<file path="config.mk">
export PLATFORM = sky130hd
export DESIGN_NAME = sbox_lookup_sched
export DESIGN_NICKNAME = d
export VERILOG_FILES = /design/src/rtl/sbox_lookup_sched.sv
export SDC_FILE = /design/constraint.sdc
export NUM_CORES = 1
export LEC_CHECK = 0
export CAP_MARGIN = 20
export CORE_UTILIZATION = 50
export DETAILED_ROUTE_END_ITERATION = 10
export PLACE_DENSITY = 0.82
export REMOVE_ABC_BUFFERS = 1
export SLEW_MARGIN = 30
export SYNTH_ARGS = -nofsm -noshare
export SYNTH_HDL_FRONTEND = slang
export SYNTH_SLANG_ARGS = --single-unit
</file>
<file path="constraint.sdc">
create_clock -name clk -period 5.3 [get_ports clk]
set_input_delay 0.795 -clock clk [delete_from_list [all_inputs] [get_ports clk]]
set_output_delay 0.795 -clock clk [all_outputs]
set_load 0.03 [all_outputs]
</file>
<file path="src/rtl/sbox_lookup_sched.sv">
// ---------------------------------------------------------------------------
// sbox_lookup_sched
//
// Time-multiplexes a single shared 6-in/4-out S-box across the eight
// substitutions of a 48-bit post-XOR word. One word is accepted in IDLE,
// then eight LOOKUP cycles each address one S-box. The nibble that comes back
// in a LOOKUP cycle is written into the 32-bit result. The result is held in
// DONE until the consumer takes it.
//
// Ports
//   clk        rising-edge clock
//   rst        synchronous, active-high reset
//   in_valid   a 48-bit word is offered on data_in
//   data_in    [47:42] feeds S1 ... [5:0] feeds S8
//   in_ready   block accepts a word this cycle (IDLE only)
//   box_sel    shared S-box being addressed (0 = S1 ... 7 = S8)
//   box_addr   6-bit address presented to the selected S-box
//   box_data   combinational S-box result for box_sel/box_addr
//   out_valid  data_out holds a complete result (DONE only)
//   out_ready  consumer takes data_out this cycle
//   data_out   S1 nibble at [31:28] ... S8 nibble at [3:0]
//   busy       high in LOOKUP and DONE
// ---------------------------------------------------------------------------
module sbox_lookup_sched (
    input  logic        clk,
    input  logic        rst,
    input  logic        in_valid,
    input  logic [47:0] data_in,
    output logic        in_ready,
    output logic [2:0]  box_sel,
    output logic [5:0]  box_addr,
    input  logic [3:0]  box_data,
    output logic        out_valid,
    input  logic        out_ready,
    output logic [31:0] data_out,
    output logic        busy
);

    localparam logic [1:0] ST_IDLE   = 2'd0;
    localparam logic [1:0] ST_LOOKUP = 2'd1;
    localparam logic [1:0] ST_DONE   = 2'd2;

    logic [1:0]  state_q, state_d;
    logic [2:0]  idx_q,   idx_d;
    logic [47:0] cap_q,   cap_d;
    logic [31:0] dout_q,  dout_d;

    // Handshake and status outputs are pure functions of the state register.
    assign in_ready  = (state_q == ST_IDLE);
    assign out_valid = (state_q == ST_DONE);
    assign busy      = (state_q == ST_LOOKUP) || (state_q == ST_DONE);
    assign data_out  = dout_q;

    // S-box addressing comes from registers only, so box_data never loops
    // back combinationally into box_sel/box_addr.
    always_comb begin
        // NOTE: every combinational output gets a default before any branch;
        // a path that leaves it unassigned would infer a latch.
        box_sel  = 3'd0;
        box_addr = 6'd0;
        if (state_q == ST_LOOKUP) begin
            box_sel = idx_q;
            for (int i = 0; i < 8; i++) begin
                if (idx_q == 3'(i)) begin
                    box_addr = cap_q[6*(7-i) +: 6];
                end
            end
        end
    end

    always_comb begin
        state_d = state_q;
        idx_d   = idx_q;
        cap_d   = cap_q;
        dout_d  = dout_q;
        case (state_q)
            ST_IDLE: begin
                if (in_valid) begin
                    cap_d   = data_in;
                    idx_d   = 3'd0;
                    state_d = ST_LOOKUP;
                end
            end
            ST_LOOKUP: begin
                for (int i = 0; i < 8; i++) begin
                    if (idx_q == 3'(i)) begin
                        dout_d[4*(7-i) +: 4] = box_data;
                    end
                end
                // The eighth lookup ends the scan; idx parks at 7 instead of
                // wrapping into a ninth lookup.
                if (idx_q == 3'd7) begin
                    state_d = ST_DONE;
                end else begin
                    idx_d = idx_q + 3'd1;
                end
            end
            ST_DONE: begin
                if (out_ready) begin
                    state_d = ST_IDLE;
                end
            end
            default: begin
                state_d = ST_IDLE;
            end
        endcase
    end

    // NOTE: sequential state uses non-blocking assignments so every register
    // samples the pre-edge values, independent of statement order.
    always_ff @(posedge clk) begin
        if (rst) begin
            // Reset clears the datapath registers too: a reset mid-lookup
            // must discard the partial result and leave data_out at zero.
            state_q <= ST_IDLE;
            idx_q   <= 3'd0;
            cap_q   <= 48'd0;
            dout_q  <= 32'd0;
        end else begin
            state_q <= state_d;
            idx_q   <= idx_d;
            cap_q   <= cap_d;
            dout_q  <= dout_d;
        end
    end

endmodule
</file>
==> impl_metrics.env, run 1 <==
export IMPL_power_internal_mw=1.008
export IMPL_initial_utilization_pct=51.85
export IMPL_final_layout_size_suffix_gt1_share_pct=4.635
export IMPL_overflow=0
export IMPL_period_needed_ps=3962
export IMPL_nFillCells=611
export IMPL_crit_buf_inv=2
export IMPL_hold_slack_ps=456.5
export IMPL_num_antenna_cells=0
export IMPL_syn_mean_instance_area_um2=7.803
export IMPL_crit_cells=6
export IMPL_hold_path_class="reg -> reg"
export IMPL_leakage_nw=1.812
export IMPL_cp_cell_sequence="inv_1, ha_1, nor2b_1, nand2_1, o21ai_1, clkdlybuf4s50_1"
export IMPL_ctsResizeCount=0
export IMPL_combPwrFrac_pct=21.8
export IMPL_max_cap_viol_count=0
export IMPL_viasPerCell=5.268
export IMPL_reg2reg_depth=6
export IMPL_cts_tree="built"
export IMPL_setup_viol=0
export IMPL_synth_top_cell_area_share_pct=45.24
export IMPL_synth_area_top_cells="dfxtp_1, nand2_1, a21oi_1, mux2i_1, nand3_1"
export IMPL_cts_max_path_buffers=2
export IMPL_status="complete, no violations"
export IMPL_core_um2=7253
export IMPL_drt_iter0_markers=198
export IMPL_p_clk_share_pct=29.0
export IMPL_fmax_ghz=0.2524
export IMPL_synth_cells=482
export IMPL_clk_pin_slew_ps=70
export IMPL_arrival_ps=3170
export IMPL_antenna_found_initial=0
export IMPL_portBuffers=99
export IMPL_clock_skew_ps=8.777
export IMPL_fin_crit_sh_pct=74.76
export IMPL_fin_tns_setup_ps=0
export IMPL_dieArea_um2=7873
export IMPL_post_cts_setup_buffers=0
export IMPL_p_per_area_nw_per_um2=293.0
export IMPL_crit_family="simple AND/OR/NAND/NOR gates"
export IMPL_wl_per_cell_um=13.65
export IMPL_tightest_slew_ps=845.5
export IMPL_yosysTopAreaCell="dfxtp_1"
export IMPL_core_rowCount=31
export IMPL_yosysSeqAreaShare_pct=45.24
export IMPL_ir_drop_mv=0.1477
export IMPL_cts_root_buf="clkbuf_8"
export IMPL_ys_types=29
export IMPL_drcViolationCount=0
export IMPL_clock_latency_ps=350
export IMPL_p_seq_share_pct=49.2
export IMPL_htreeDepth=3
export IMPL_via_count=3477
export IMPL_rsz0062_at_grt="no"
export IMPL_p_sw_share_pct=29.69
export IMPL_numCtsBuffers=9
export IMPL_place_congestion=0.7907
export IMPL_cts_sinks=85
export IMPL_grt_pass1_wl_um=14660
export IMPL_grt_usage_pct=24.13
export IMPL_hold_depth=2
export IMPL_startpoint_type="flip-flop"
export IMPL_place_hpwl_um=6224
export IMPL_ctsHoldBuffers=0
export IMPL_yosysWarnings=0
export IMPL_grt_pass1_vias=3226
export IMPL_cp_required_ps=4510
export IMPL_pin_count=100
export IMPL_synth_seq_cells=85
export IMPL_routed_wirelength_um=9008
export IMPL_multi_input_area_um2=1853
export IMPL_endpoint_kind="output port"
export IMPL_grt_start_max_net_pins=86
export IMPL_die_w_um=88.73
export IMPL_path_max_fanout=27
export IMPL_critPathKind="reg -> out"
export IMPL_regArea_um2=1702
export IMPL_area_delta_synth_final_pct=30.07
export IMPL_finalHoldViolations=0
export IMPL_final_net_count=621
export IMPL_slew_headroom_pct=43.63
export IMPL_synth_area_um2=3761
export IMPL_maxSlewViolCount=0
export IMPL_first_pass_iters=4
export IMPL_slowest_stage="nor2b_1"
export IMPL_slowest_delay_ps=700
export IMPL_die_h_um=88.73
export IMPL_p_sw_uw=425.6
export IMPL_ant_nets=0
power groups by stage:
| stage | registers, mW | logic [mW] | clock network (mW) |
|---|---|---|---|
| 6_report | 0.705 | 0.313 | 0.416 |
| 5_1_grt | 0.710 | 0.344 | 0.446 |
| 4_1_cts | 0.705 | 0.314 | 0.423 |
| 3_5_place_dp | 0.720 | 0.314 | 0 |
| 3_3_place_gp | 0.718 | 0.304 | 0 |
| 2_1_floorplan | 0.721 | 0.184 | 0 |
through the flow:
| step | utilization (%) | worst slack [ps] | instance area, um^2 | instances | power, mW |
|---|---|---|---|---|---|
| 5_1_grt | 67.45 | 1075 | 4892 | 660 | 1.501 |
| 6_report | 67.45 | 1338 | 4892 | 660 | 1.433 |
| 3_5_place_dp | 64.98 | 1706 | 4713 | 644 | 1.033 |
| 2_1_floorplan | - | 2542 | 3571 | 442 | 0.9048 |
| 3_3_place_gp | 64.95 | 1790 | 4711 | 644 | 1.022 |
| 4_1_cts | 67.45 | 1343 | 4892 | 660 | 1.442 |
synthesized netlist by cell type:
cell type	number
a211oi_1	6
a211oi_2	1
a21oi_1	69
a221o_1	6
a31oi_1	6
and2_1	4
buf_1	3
buf_2	14
buf_4	4
buf_6	1
clkbuf_1	18
dfxtp_1	85
ha_1	9
inv_1	5
mux2_2	1
mux2i_1	15
nand2_1	144
nand2b_1	6
nand3_1	26
nor2_1	19
nor2b_1	10
nor2b_2	2
nor2b_4	1
nor3_1	2
nor3_2	1
nor3b_1	6
o21ai_0	6
o21ai_1	6
o311ai_1	6
final timing paths:
kind                  to  slack [ps]  startpoint
min            cap_q[40]         460   cap_q[40]
max reg2reg   state_q[1]        2980  state_q[1]
min reg2reg    cap_q[40]         460   cap_q[40]
max          box_addr[5]        1340  state_q[1]
placed cells by master (no fill, tap or decap), drive strengths merged, types with 7 or more instances in the layout:
master,count
a211oi,7
a21oi,69
clkbuf,13
clkdlybuf4s50,98
dfxtp,85
ha,9
mux2i,15
nand2,144
nand3,26
nor2,19
nor2b,13
o21ai,12
worst reg2reg max path, cell delays in order (launching register included):
cell     delay (ps)
dfxtp_1         330
inv_1            80
ha_1            680
nor2b_1         710
nor3_2          130
mux2i_1         180
nor2_1           60
cell type report:
class,count,share of cell area [%]
Clock buffer,13,3.248
Inverter,5,0.3836
Tap cell,99,2.532
Sequential cell,85,34.78
Clock inverter,3,0.4092
Timing Repair Buffer,103,20.77
Multi-Input combinational cell,352,37.88
per-layer routing:
layer | vias to the layer above | share of wire [%] | track usage (%)
li1 | 1754 | - | -
met1 | 1594 | 42 | 29.07
met2 | 119 | 50 | 41.89
met3 | 10 | 6.9 | 4.664
met4 | 0 | 1.2 | 10.41
met5 | - | 0 | 0
kinds of logic (layout without fill, tap and decap cells):
family | after synthesis | after routing | synth area share [%]
flip-flops | 85 | 85 | 45.24
AND/OR/NAND/NOR | 221 | 221 | 25.62
AO/OA/AOI/OAI | 106 | 106 | 16.30
adder cells (fa/ha/maj) | 9 | 9 | 2.994
buffers and inverters | 45 | 124 | 5.556
multiplexers | 16 | 16 | 4.291
sequential cells by signal, summed over array words and instances (netlist names):
register  cells
cap_q        48
data_out     32
idx_q         3
state_q       2
No activity file was read; power rests on OpenSTA's default activity.
==> inputs of run 2 (changes only) <==
Settings changed: CORE_UTILIZATION 50 to 44, PLACE_DENSITY 0.82 to 0.77.
Clock period 5.3 ns to 3.25 ns, I/O delays scaled along.
==> run 2 against run 1 <==
  * Cell area up 3.3%
  * Sequential power is 65% higher
  * Die area grew 13%
==> impl_metrics.env, run 2 (synthesized netlist as in run 1, its figures left out) <==
export IMPL_grt_pass1_vias=3362
export IMPL_overflow=0
export IMPL_clk_pin_slew_ps=80
export IMPL_arrival_ps=2610
export IMPL_path_max_fanout=12
export IMPL_slowest_stage="clkdlybuf4s50_1"
export IMPL_period_needed_ps=3097
export IMPL_slew_headroom_pct=62.93
export IMPL_combPwrFrac_pct=20.2
export IMPL_numCtsBuffers=9
export IMPL_largest_reg_flops=48
export IMPL_leakage_nw=1.918
export IMPL_core_rowCount=33
export IMPL_fin_crit_sh_pct=95.30
export IMPL_setup_viol=0
export IMPL_clock_skew_ps=15.24
export IMPL_place_ws_ps=276.4
export IMPL_viasPerCell=5.346
export IMPL_p_per_area_nw_per_um2=517.7
export IMPL_grt_start_max_net_pins=86
export IMPL_hold_path_class="reg -> reg"
export IMPL_core_um2=8258
export IMPL_fin_tns_setup_ps=0
export IMPL_final_net_count=628
export IMPL_initial_utilization_pct=45.55
export IMPL_routed_wirelength_um=9804
export IMPL_max_cap_viol_count=0
export IMPL_cts_max_path_buffers=2
export IMPL_finalHoldViolations=0
export IMPL_ctsHoldBuffers=0
export IMPL_p_seq_share_pct=44.2
export IMPL_endpoint_kind="output port"
export IMPL_maxSlewViolCount=0
export IMPL_drcViolationCount=0
export IMPL_fmax_ghz=0.3229
export IMPL_cts_sinks=85
export IMPL_regMostFlops="cap_q"
export IMPL_rsz0062_at_grt="no"
export IMPL_htreeDepth=3
export IMPL_clock_latency_ps=360
export IMPL_final_common_cell="nand2_1"
export IMPL_cts_tree="built"
export IMPL_dieArea_um2=8922
export IMPL_via_count=3598
export IMPL_cts_root_buf="clkbuf_8"
export IMPL_num_antenna_cells=0
export IMPL_startpoint_type="flip-flop"
export IMPL_slowest_delay_ps=690
export IMPL_drt_iter0_markers=215
export IMPL_ant_nets=0
export IMPL_tightest_slew_ps=553.6
export IMPL_layout_common_cells="nand2_1, clkdlybuf4s50_1, dfxtp_1, a21oi_1, nand3_1"
export IMPL_portBuffers=99
export IMPL_antenna_found_initial=0
export IMPL_die_w_um=94.46
export IMPL_p_clk_share_pct=35.6
export IMPL_place_congestion=0.8379
export IMPL_pin_count=100
export IMPL_status="complete, no violations"
export IMPL_critPathKind="reg -> out"
export IMPL_setup_ws_ps=152.7
export IMPL_grt_usage_pct=22.42
export IMPL_cp_required_ps=2760
export IMPL_wl_per_cell_um=14.57
export IMPL_grt_pass1_wl_um=15660
export IMPL_area_delta_synth_final_pct=34.36
export IMPL_p_sw_uw=741.1
export IMPL_power_internal_mw=1.875
export IMPL_ir_drop_mv=0.2604
export IMPL_p_sw_share_pct=28.33
export IMPL_die_h_um=94.46
export IMPL_final_layout_size_suffix_gt1_share_pct=7.218
export IMPL_first_pass_iters=4
export IMPL_cp_cell_sequence="inv_1, ha_2, nor3b_1, o311ai_1, nand2_1, o21ai_1, clkdlybuf4s50_1"
export IMPL_place_hpwl_um=6718
==> run 2: cell types whose count changed in the layout (fill, tap and decap cells not counted), moves of 2 or more <==
cell	change
clkbuf_1	-2
ha_1	-2
buf_4	+9
bufinv_16	+3
clkdlybuf4s50_1	-4
==> run 2: final cells by class <==
cell class	count	area, um^2
Tap cell	105	131.4
Inverter	5	18.77
Clock inverter	6	117.6
Fill cell	745	3204
Timing Repair Buffer	110	1076
Clock buffer	10	137.6
Multi-Input combinational cell	352	1871
Sequential cell	85	1702
==> run 2: power groups by stage <==
stage          logic (mW)  registers, mW  clock network (mW)
5_1_grt             0.581           1.16               0.989
4_1_cts             0.525           1.16               0.942
2_1_floorplan       0.300           1.18                   0
6_report            0.529           1.16               0.931
3_5_place_dp        0.520           1.18                   0
3_3_place_gp        0.506           1.18                   0
==> run 2: through the flow <==
step	total power, mW	area (um^2)	utilization [%]	hold WS, ps	cells
2_1_floorplan	1.476	3571	-	425.2	442
3_3_place_gp	1.682	4776	57.83	443.7	657
3_5_place_dp	1.699	4776	57.83	448.9	657
4_1_cts	2.622	5036	60.98	460.1	673
5_1_grt	2.733	5054	61.20	473.7	673
6_report	2.616	5054	61.20	458.6	673
==> run 2: timing repair <==
item | CTS | global route
endpoints found under the setup margin | 3 | 3
pin swaps | 0 | 0
resized for setup | 2 | 4
endpoints found under the hold margin | 0 | 0
buffers inserted | 0 | 0
==> run 2: routing by layer <==
layer | vias to the layer above | GRT usage, % | share of wire, %
met1 | 1674 | 27.42 | 43
li1 | 1773 | - | -
met2 | 127 | 38.71 | 48
met4 | 0 | 6.818 | 1.9
met5 | - | 0 | 0
met3 | 24 | 5.636 | 6.2
==> run 2: critical path, delay by kind of cell (launching register included) <==
kind            cells  cell delay [ps]
buf+inv             2              800
fa+ha+maj           1              280
flops               1              470
simple gates        2              260
compound gates      2              440
==> run 2: final timing paths <==
path	startpoint	end	slack, ps	cells past startpoint
worst max-delay path	idx_q[0]	box_addr[1]	150	7
worst min-delay path	cap_q[18]	cap_q[18]	460	2
worst min register to register	cap_q[18]	cap_q[18]	460	2
worst max register to register	idx_q[0]	idx_q[1]	1330	6
